--- config.mk ---
export PLATFORM = sky130hd
export DESIGN_NAME = hilo_muldiv_ctrl
export DESIGN_NICKNAME = d
export VERILOG_FILES = /design/src/rtl/hilo_muldiv_ctrl_pkg.sv /design/src/rtl/hilo_muldiv_ctrl_step.sv /design/src/rtl/hilo_muldiv_ctrl.sv
export SDC_FILE = /design/constraint.sdc
export NUM_CORES = 1
export LEC_CHECK = 0
export ABC_AREA = 1
export ABC_CLOCK_PERIOD_IN_PS = 6200
export CAP_MARGIN = 40
export CORE_MARGIN = 5
export CORE_UTILIZATION = 25
export CTS_BUF_LIST = sky130_fd_sc_hd__clkbuf_16
export CTS_CLUSTER_SIZE = 30
export DETAILED_ROUTE_END_ITERATION = 10
export PLACE_DENSITY_LB_ADDON = 0.1
export SLEW_MARGIN = 20
export SYNTH_ARGS = -nofsm -noshare
export SYNTH_HDL_FRONTEND = slang
export SYNTH_SLANG_ARGS = --single-unit
--- constraint.sdc ---
create_clock -name clk -period 6.2 [get_ports clk]
set_input_delay 0.62 -clock clk [delete_from_list [all_inputs] [get_ports clk]]
set_output_delay 0.62 -clock clk [all_outputs]
set_load 0.05 [all_outputs]
--- src/rtl/hilo_muldiv_ctrl_pkg.sv ---
// hilo_muldiv_ctrl_pkg: shared types and constants for the HI/LO multiply/divide sequencer
package hilo_muldiv_ctrl_pkg;
  typedef enum logic [1:0] {MULT = 2'b00, MULTU = 2'b01, DIV = 2'b10, DIVU = 2'b11} muldiv_op_t;
  typedef enum logic [1:0] {IDLE, RUN, FIXUP} muldiv_state_t;
  localparam int MULDIV_ITER = 32;
  function automatic logic op_signed(muldiv_op_t o);
    return (o == MULT) || (o == DIV);
  endfunction
endpackage

--- src/rtl/hilo_muldiv_ctrl_step.sv ---
// hilo_muldiv_ctrl_step: one shift-add multiply or restoring-divide iteration
module hilo_muldiv_ctrl_step #(
  parameter int WIDTH = 32
) (
  input  logic             div,
  input  logic [WIDTH-1:0] acc,
  input  logic [WIDTH-1:0] q,
  input  logic [WIDTH-1:0] m,
  output logic [WIDTH-1:0] acc_nx,
  output logic [WIDTH-1:0] q_nx
);
  logic [WIDTH-1:0] addend;
  logic [WIDTH:0]   sum;
  logic [WIDTH:0]   sh;
  logic [WIDTH+1:0] diff;
  // diff is two bits wider than the divisor so the borrow is unambiguous when sh uses its top bit
  always_comb begin
    addend = q[0] ? m : '0;
    sum    = {1'b0, acc} + {1'b0, addend};
    sh     = {acc, q[WIDTH-1]};
    diff   = {1'b0, sh} - {2'b00, m};
    acc_nx = div ? (diff[WIDTH+1] ? sh[WIDTH-1:0] : diff[WIDTH-1:0]) : sum[WIDTH:1];
    q_nx   = div ? {q[WIDTH-2:0], ~diff[WIDTH+1]} : {sum[0], q[WIDTH-1:1]};
  end
endmodule

--- src/rtl/hilo_muldiv_ctrl.sv ---
// hilo_muldiv_ctrl: iterative mul/div sequencer owning HI/LO, with HI/LO hazard stall
module hilo_muldiv_ctrl
  import hilo_muldiv_ctrl_pkg::*;
#(
  parameter int WIDTH = 32,
  parameter int ITER  = WIDTH
) (
  input  logic             clk,
  input  logic             rst,
  input  logic             start,
  input  logic [1:0]       op,
  input  logic [WIDTH-1:0] a,
  input  logic [WIDTH-1:0] b,
  input  logic             mt_we,
  input  logic             mt_sel,
  input  logic [WIDTH-1:0] mt_data,
  input  logic             rd_req,
  output logic [WIDTH-1:0] hi,
  output logic [WIDTH-1:0] lo,
  output logic             busy,
  output logic             stall,
  output logic             done,
  output logic             div_by_zero
);
  localparam int CW = $clog2(ITER);
  muldiv_state_t state, state_nx;
  logic [CW-1:0] cnt;
  logic [WIDTH-1:0] acc, q, m, acc_nx, q_nx, a_mag, b_mag, hi_nx, lo_nx, quo, rem;
  logic [2*WIDTH-1:0] prod;
  logic div, sa, sb, bz, sa_in, sb_in, accept, last, mt_ok;
  always_ff @(posedge clk or posedge rst)
    if (rst) state <= IDLE;
    else state <= state_nx;
  always_comb begin
    state_nx = state == IDLE ? (start ? RUN : IDLE) :
               state == RUN  ? (last ? FIXUP : RUN) : IDLE;
  end
  always_comb begin
    accept = (state == IDLE) && start;
    mt_ok  = (state == IDLE) && !start && mt_we;
    last   = cnt == CW'(ITER - 1);
    stall  = busy && (start || rd_req || mt_we);
  end
  // Magnitudes only for signed ops; the sign bits drive the fixup
  always_comb begin
    sa_in = op_signed(muldiv_op_t'(op)) && a[WIDTH-1];
    sb_in = op_signed(muldiv_op_t'(op)) && b[WIDTH-1];
    a_mag = sa_in ? -a : a;
    b_mag = sb_in ? -b : b;
  end
  hilo_muldiv_ctrl_step #(.WIDTH(WIDTH)) u_step (
    .div(div), .acc(acc), .q(q), .m(m), .acc_nx(acc_nx), .q_nx(q_nx)
  );
  // A zero divisor leaves all-ones quotient and |a| remainder; restoring a's sign returns original a
  always_comb begin
    prod  = (sa ^ sb) ? -{acc, q} : {acc, q};
    quo   = (sa ^ sb) ? -q : q;
    rem   = sa ? -acc : acc;
    hi_nx = div ? rem : prod[2*WIDTH-1:WIDTH];
    lo_nx = div ? (bz ? '1 : quo) : prod[WIDTH-1:0];
  end
  always_ff @(posedge clk or posedge rst)
    if (rst) begin
      cnt         <= '0;
      acc         <= '0;
      q           <= '0;
      m           <= '0;
      div         <= 1'b0;
      sa          <= 1'b0;
      sb          <= 1'b0;
      bz          <= 1'b0;
      hi          <= '0;
      lo          <= '0;
      busy        <= 1'b0;
      done        <= 1'b0;
      div_by_zero <= 1'b0;
    end else begin
      busy <= state_nx != IDLE;
      done <= state == FIXUP;
      if (accept) begin
        cnt         <= '0;
        acc         <= '0;
        q           <= a_mag;
        m           <= b_mag;
        div         <= op[1];
        sa          <= sa_in;
        sb          <= sb_in;
        bz          <= b == '0;
        div_by_zero <= 1'b0;
      end else if (state == RUN) begin
        cnt <= cnt + 1'b1;
        acc <= acc_nx;
        q   <= q_nx;
      end else if (state == FIXUP) begin
        hi          <= hi_nx;
        lo          <= lo_nx;
        div_by_zero <= div && bz;
      end
      if (mt_ok && mt_sel) hi <= mt_data;
      if (mt_ok && !mt_sel) lo <= mt_data;
    end
endmodule
* Yosys cells after proc, flatten, opt, wreduce, memory -nomap -nowiden
Cells that the tools add are included.
Operators by class: bitwise operators 2, equality and inequality tests 9, $add $sub $neg 8, reduce and logical (&&, ||, !) cells 25, mux-type cells 33
Operator list (number):
- 32-bit 2-to-1 mux | 23
- 32-bit negation | 4
- 64-bit 2-to-1 mux | 1
- 64-bit negation | 1
- 33-bit by 32-bit subtractor with 34-bit output | 1
- 32-bit by 32-bit adder with 33-bit output | 1
- 32-bit zero test | 1
- 5-bit 2-to-1 mux | 2
- 2-bit nonzero test | 5
- 1-bit logical AND | 9
- 2-bit by 1-bit inequality test with 1-bit output, second input constant | 4
- 2-bit 2-to-1 mux | 3
- 3-bit AND reduction | 2
- 5-bit by 1-bit adder with 5-bit output, second input constant | 1
- 5-bit equality test, second input constant | 1
- 2-bit equality test, second input constant | 2
- 2-bit zero test | 2
- 1-bit 2-to-1 mux | 4
- 1-bit logical OR | 3
- 2-bit by 1-bit equality test with 1-bit output, second input constant | 1
- 1-bit zero test | 2
- 2-bit inequality test, second input constant | 1
- 2-bit AND reduction | 1
- 1-bit inverter | 1
- 1-bit XOR | 1
Word-level totals: bits in registers 174, output and inout bits 68, word-level logic and storage cells 91, input bits 104

* Logic depth before layout (Yosys ltp)
Gate-level depths: netlist of the first run.
depth in word-level cells 8, depth in mapped cells 22, gate-level depth less buffers 20

* Modules after synthesis
A second synthesis of the first run with hierarchy kept.
Second synthesis, totals: cell total of the unflattened synthesis 3078, area, all modules 17834.6 sq um
By module, submodules not included:
- hilo_muldiv_ctrl | area an instance 11559.8 sq um, cells each 1738, instances 1, seq. area each 4354.2 sq um
- hilo_muldiv_ctrl_step | area an instance 6274.8 sq um, cells each 1340, instances 1, seq. area each 0.0 sq um

* Worst setup path before layout of the first run
Ideal clock, no wire load.
kind reg2reg, from register q[0], to register acc[27], setup slack 3.745 ns, cell stages (with the launch flop) 22, buffers on the path 2, arrival 2.338 ns, period minus slack after synthesis 2.455 ns, path through dfrtp_1 > buf_6 > clkbuf_1 > nand2_1 > inv_1 > ha_1 > inv_1 > fa_1 > inv_1 > nand3_1 > nand3_1 > nand2_1 > nand2_1 > nand2_1 > nand2_1 > nand2_1 > nand3_1 > nand2_1 > nor2_1 > nor2_1 > nand2_1 > nand2_1
Between the ends: longest elaborated chain between the ends 5
Ends and longest elaborated chain:
- from (decl) | RTL line hilo_muldiv_ctrl.sv:28 | logic [WIDTH-1:0] acc, q, m, acc_nx, q_nx, a_mag, b_mag, hi_nx, lo_nx, quo, rem;
- from (signal assigned) | RTL line hilo_muldiv_ctrl.sv:83 | q <= a_mag;
- from (signal assigned) | RTL line hilo_muldiv_ctrl.sv:93 | q <= q_nx;
- 32-bit 2-to-1 mux | RTL line hilo_muldiv_ctrl_step.sv:18 | addend = q[0] ? m : '0;
- 32-bit by 32-bit adder with 33-bit output | RTL line hilo_muldiv_ctrl_step.sv:19 | sum = {1'b0, acc} + {1'b0, addend};
- 32-bit 2-to-1 mux | RTL line hilo_muldiv_ctrl_step.sv:22 | acc_nx = div ? (diff[WIDTH+1] ? sh[WIDTH-1:0] : diff[WIDTH-1:0]) : sum[WIDTH:1];
- 32-bit 2-to-1 mux | RTL line hilo_muldiv_ctrl.sv:90 | end else if (state == RUN) begin
- 32-bit 2-to-1 mux | RTL line hilo_muldiv_ctrl.sv:80 | if (accept) begin
- to (signal assigned) | RTL line hilo_muldiv_ctrl.sv:92 | acc <= acc_nx;
- to (decl) | RTL line hilo_muldiv_ctrl.sv:28
Every way passes these cells. The select of a mux whose other input is x is not followed. A chain may end at the register's enable or synchronous reset.

* Final worst setup path of the first run
from register q[0], to register acc[31]
The elaborated chain is that of the path after synthesis.

==> results_dict.tcl, run 1 <==
set metrics [dict create \
    run_status "completed" \
    drc 0 \
    yosysSeqAreaShare 0.2466 \
    ios 172 \
    syn-cell-area_um2 17660 \
    min_path_type "reg -> reg" \
    core_area_um2 70030 \
    io_buffer_count 171 \
    dr_wl_met2_um 38830 \
    clockBufferDepth 2 \
    worst_hold_path.endpoint "hi[21]" \
    yosys.area.top_type "dfrtp_1" \
    drt_wl_total_um 85080 \
    fin_nets 3314 \
    clk_pin_slew_ps 70 \
    antenna_found_initial 0 \
    min_from "hi[21]" \
    power_density_nw_per_um2 624.2 \
    path_class "reg -> reg" \
    p_leak_nw 10.48 \
    period_minus_slack_ps 3215 \
    ir_drop_uv 202.6 \
    worst_pin_slew_ps 799.0 \
    fmax_mhz 311.0 \
    drive_above_1_share 0.04127 \
    overflow 0 \
    dieArea_um2 76040 \
    finalHoldViolCount 0 \
    holdPathStages 2 \
    post_cts_resized 0 \
    hold_ws_ps 483.6 \
    ys_warn_count 0 \
    vias_per_cell 4.880 \
    post-cts-setup-buffers 0 \
    synth_ff_type "dfrtp_1" \
    cp_max_fo 32 \
    postSynthAreaPerCell_um2 5.856 \
    maxCapViolCount 0 \
    synth_fp_nets 3191 \
    layout_common_cells "1039 x nand2_1, 404 x inv_1, 296 x nor2_1" \
    rr_worst_depth 17 \
    placed_cell_area_um2 20340 \
    area.growth.synth_to_final_pct 18.42 \
    path_cells "buf_4 > nand2_1 > inv_1 > ha_1 > inv_1 > fa_1 > inv_1 > nand3_1 > nand3_1 > nand2_1 > nand2_1 > nand3_1 > nand3_1 > nand2_1 > a31oi_1 > nand2_1 > nand2_1" \
    clock_skew_ps 14.07 \
    ys_top_cells_by_area "dfrtp_1 25%, nand2_1 22%, inv_1 8.6%" \
    avgRoutedWirePerCell_um 20.80 \
    cts_root_buffer "clkbuf_16" \
    dp_hpwl_um 69410 \
    drt_iter0_markers 1743 \
    ys_ff_latch 174 \
    grt_pass1_wl_um 125700 \
    cp_num_buf_inv 4 \
    wl_met1_um 40240 \
    crit_family "simple AND/OR/NAND/NOR gates" \
    r2r-start "q[0]" \
    synth_edf_count 0 \
    antenna_left 0 \
    grt_use_total 0.2198 \
    crit_path_frequent_cell "nand2_1" \
    cp.arrival_ps 3640 \
    numCtsBuffers 17 \
    slew_headroom 0.4665 \
    fin_area_um2 20910 \
    die_h_um 275.8 \
    start_util 0.2521 \
    dieWidth_um 275.8 \
    clock_latency_ps 490 \
    worstPathRequired_ps 6620 \
    layout_commonest_cell "nand2_1" \
    end_kind "flip-flop" \
    cts_tree "done" \
    yosysUniqueCellTypes 55 \
    antenna_cells 0 \
    drt-pass1-iter-count 5 \
    grt_max_degree 87 \
    setup_viol 0 \
    rows 97 \
    cp_slowest_stage_delay_ps 400 \
    dr.max_layer_used "met4" \
    finalCritPeriodShare 0.5186 \
    r2r-end "acc[31]" \
    synth_cells 3015 \
    fin_setup_tns_ps 0 \
    place.gp.congestion 0.9342 \
    hold_buffers 0 \
    htree_levels 4 \
    rsz0062_at_grt "no" \
    cts.sinks 174 \
    slowest_stage "dfrtp_1" \
    netlist.area_leader.share 0.2466 \
    worstSetupStartpointType "flip-flop" \
    async_flop_share 1.000 \
    vias 19958 \
    maxSlewViolCount 0 \
    grt_pass1_vias 19243 \
    wl_met3_um 3499 \
    regToRegSetupSlack_ps 2980 \
]
worst max-delay path by stage:
stage          slack [ps]  startpoint       to  depth (start not counted)
2_1_floorplan         860         rst   acc[0]                          1
3_3_place_gp         2590       mt_we    lo[8]                         11
3_5_place_dp         2600       start    lo[2]                         10
4_1_cts              2980        q[0]  acc[31]                         17
5_1_grt              2800        q[0]  acc[11]                         18
6_report             2980        q[0]  acc[31]                         17
cells in the mapped netlist (2+ instances only):
master / n
a21oi_1: 118
nand4_1: 28
a22oi_1: 7
a31oi_1: 37
o21ai_1: 29
a21o_1: 5
o211ai_1: 24
nor3_1: 37
buf_1: 4
buf_2: 23
o221ai_1: 6
dfrtp_1: 174
o21ai_2: 2
nor2_2: 7
xnor2_1: 13
o21ai_0: 185
nor2_1: 298
o31ai_1: 3
nand3_2: 4
o21a_1: 2
nand2_2: 7
inv_1: 405
nor2_4: 8
xor2_1: 40
nor4_1: 5
a21oi_2: 5
nand2_4: 3
inv_2: 16
buf_6: 3
or2_2: 11
nand2_1: 1039
nand3_1: 258
clkbuf_1: 60
and2_1: 4
o21bai_1: 19
nand3b_1: 25
o22ai_1: 11
fa_1: 2
ha_1: 70
nor3_2: 3
tightest hold or removal path, stage by stage (launching register included):
cell	delay (ps)
dfrtp_1	350
nand2_1	50
nand2_1	50
cell families after synthesis:
logic type / after synthesis / share of synthesized area
flops: 174 / 0.2466
compound gates: 457 / 0.1451
buf+inv: 515 / 0.1137
fa+ha+maj: 72 / 0.05187
xor+xnor: 53 / 0.02629
simple gates: 1744 / 0.4165
power breakdown:
group	internal, W	switching [W]
Clock	0.000524	0.000557
Combinational	0.00295	0.00649
Sequential	0.00169	0.000847
Total	0.00516	0.00789
metrics by stage:
| stage | power [W] | util | cells | setup WS, ps |
|---|---|---|---|---|
| finish | 0.01305 | 0.2986 | 4090 | 2985 |
| global route | 0.01427 | 0.2986 | 4090 | 2802 |
| CTS | 0.01307 | 0.2984 | 4089 | 2984 |
| detailed placement | 0.01194 | 0.2905 | 4058 | 2603 |
| global placement | 0.01194 | 0.2901 | 4056 | 2586 |
| floorplan | 0.008583 | - | 3015 | 863.2 |
registers in the layout, indices dropped and copies added, names as in the netlist:
register and cells:
hi 32, div 1, q 32, sb 1
acc 32, m 32, lo 32, busy 1
sa 1, done 1, state 2, div_by_zero 1
bz 1, cnt 5
layout make-up:
| type | count | area (µm²) |
|---|---|---|
| clock inverter | 14 | 127.6 |
| tap | 940 | 1176 |
| sequential | 174 | 4355 |
| clock buffer | 17 | 425.4 |
| fill | 7914 | 49120 |
| timing repair buffer | 196 | 1914 |
| multi-input combinational | 2326 | 11310 |
| inverter | 423 | 1599 |
routing by layer:
| layer | vias up | global-route usage |
|---|---|---|
| met1 | 9433 | 0.3068 |
| met4 | 0 | 0.06571 |
| met5 | - | 0 |
| met3 | 86 | 0.02590 |
| met2 | 515 | 0.3573 |
| li1 | 9924 | - |
(Power assumes the default switching activity.)
==> run 2: changes to the inputs <==
- ABC_CLOCK_PERIOD_IN_PS: 6200 -> 3100
- clock period: 6.2 -> 3.1 ns (I/O delays scaled with it)
==> run 2 against run 1 <==
  * Power rose by 110%
  * Final cell count is 1.7% higher
  * Global-route usage is 0.71 points higher
  * Die area unchanged
  * Clock skew increased by 8.7 ps
  * Hold slack got worse by 220 ps
==> results_dict.tcl, run 2 (synthesis gave the netlist of run 1 again) <==
set metrics [dict create \
    r2r-start "q[0]" \
    layout_commonest_cell "nand2_1" \
    finalCritPeriodShare 0.8972 \
    cts.sinks 174 \
    setup_viol 0 \
    period_minus_slack_ps 2781 \
    die_h_um 275.8 \
    post-route-util 0.3071 \
    path_class "reg -> reg" \
    cts_tree "done" \
    grt_pass1_vias 19637 \
    worstPathRequired_ps 3480 \
    fillers 7963 \
    clk_pin_slew_ps 90 \
    multi_input_area_um2 11310 \
    hold_buffers 0 \
    place_ws_ps 302.4 \
    drt_iter0_markers 1690 \
    maxSlewViolCount 0 \
    drt-pass1-iter-count 6 \
    run_status "completed" \
    avgRoutedWirePerCell_um 21.27 \
    clockBufferDepth 2 \
    path_cells "buf_12 > nand2_1 > fa_1 > inv_1 > nand3_1 > nand3_1 > nand2_1 > nand2_1 > nand2_1 > nand3_1 > nand2_1 > o21ai_0 > nand3b_1 > nand2_1" \
    io_buffer_count 171 \
    drt_wl_total_um 88520 \
    power_density_nw_per_um2 1259 \
    fin_nets 3384 \
    dieWidth_um 275.8 \
    end_kind "flip-flop" \
    fmax_mhz 359.5 \
    regToRegSetupSlack_ps 320 \
    htree_levels 4 \
    ir_drop_uv 491.8 \
    start_util 0.2521 \
    rows 97 \
    grt_pass1_wl_um 129000 \
    clock_skew_ps 22.80 \
    fin_setup_tns_ps 0 \
    vias_per_cell 4.881 \
    numCtsBuffers 17 \
    clock_latency_ps 500 \
    cp_slowest_stage_delay_ps 450 \
    worstSetupStartpointType "flip-flop" \
    layout_setup_ws_ps 318.7 \
    antenna_left 0 \
    worst_pin_slew_ps 729.7 \
    placed_cell_area_um2 20970 \
    regArea_um2 4355 \
    post_cts_resized 0 \
    drive_above_1_share 0.06178 \
    area.growth.synth_to_final_pct 21.81 \
    slew_headroom 0.5135 \
    cp.arrival_ps 3160 \
    cts_root_buffer "clkbuf_16" \
    drc 0 \
    overflow 0 \
    dp_cells 4129 \
    dieArea_um2 76040 \
    min_path_type "in -> async" \
    place.gp.congestion 0.9728 \
    cp_max_fo 31 \
    dp_hpwl_um 72990 \
    maxCapViolCount 0 \
    antenna_found_initial 1 \
    rsz0062_at_grt "no" \
    slowest_stage "dfrtp_1" \
    layout_common_cells "1039 x nand2_1, 407 x inv_1, 296 x nor2_1" \
    finalHoldViolCount 0 \
    r2r-end "acc[15]" \
    ios 172 \
    grt_max_degree 109 \
    core_area_um2 70030 \
    rr_worst_depth 14 \
    grt_use_total 0.2268 \
    crit_start "q[0]" \
    p_leak_nw 10.85 \
    fin_area_um2 21510 \
    critPathCapture "acc[15]" \
    post-cts-setup-buffers 0 \
    fin_cells 4161 \
    vias 20309 \
    antenna_cells 0 \
    crit_path_frequent_cell "nand2_1" \
]
[run 2: worst min path at each step]
stage,startpoint,end,cells past startpoint
floorplan,op[1],div,2
global placement,hi[15],hi[15],2
detailed placement,hi[31],hi[31],2
CTS,rst,hi[23],3
global route,rst,hi[25],3
finish,rst,hi[25],3
[run 2: cell type report]
type | instances | area share
repair buffers | 266 | 0.1177
flip-flops and latches | 174 | 0.2025
clock inverters | 15 | 0.005294
multi-input cells | 2326 | 0.5259
clock buffers | 17 | 0.01978
inverters | 423 | 0.07411
well taps | 940 | 0.05468
[run 2: critical path: cells and delay by family, from the launching register on]
kind,cells,cell delay [ps]
fa+ha+maj,1,430
compound gates,1,310
buf+inv,2,350
flops,1,450
simple gates,10,1110
[run 2: metal layers]
metal  vias to the layer above  track usage  share of wire
met5                         -            0              0
met4                         0      0.07110          0.029
met3                       102      0.02373          0.044
met2                       589       0.3766           0.46
met1                      9556       0.3107           0.46
li1                      10062            -              -
[run 2: where the power goes]
part / internal [W] / switching [W]
combinational: 0.00647 / 0.0139
clock: 0.00104 / 0.00114
sequential: 0.00338 / 0.00117
total: 0.0109 / 0.0162
[run 2: stage by stage]
step,hold WS (ps),power (W)
CTS,297.7,0.02713
detailed placement,468.8,0.02482
floorplan,431.0,0.01717
finish,265.3,0.02708
global route,316.0,0.02937
global placement,465.7,0.02489
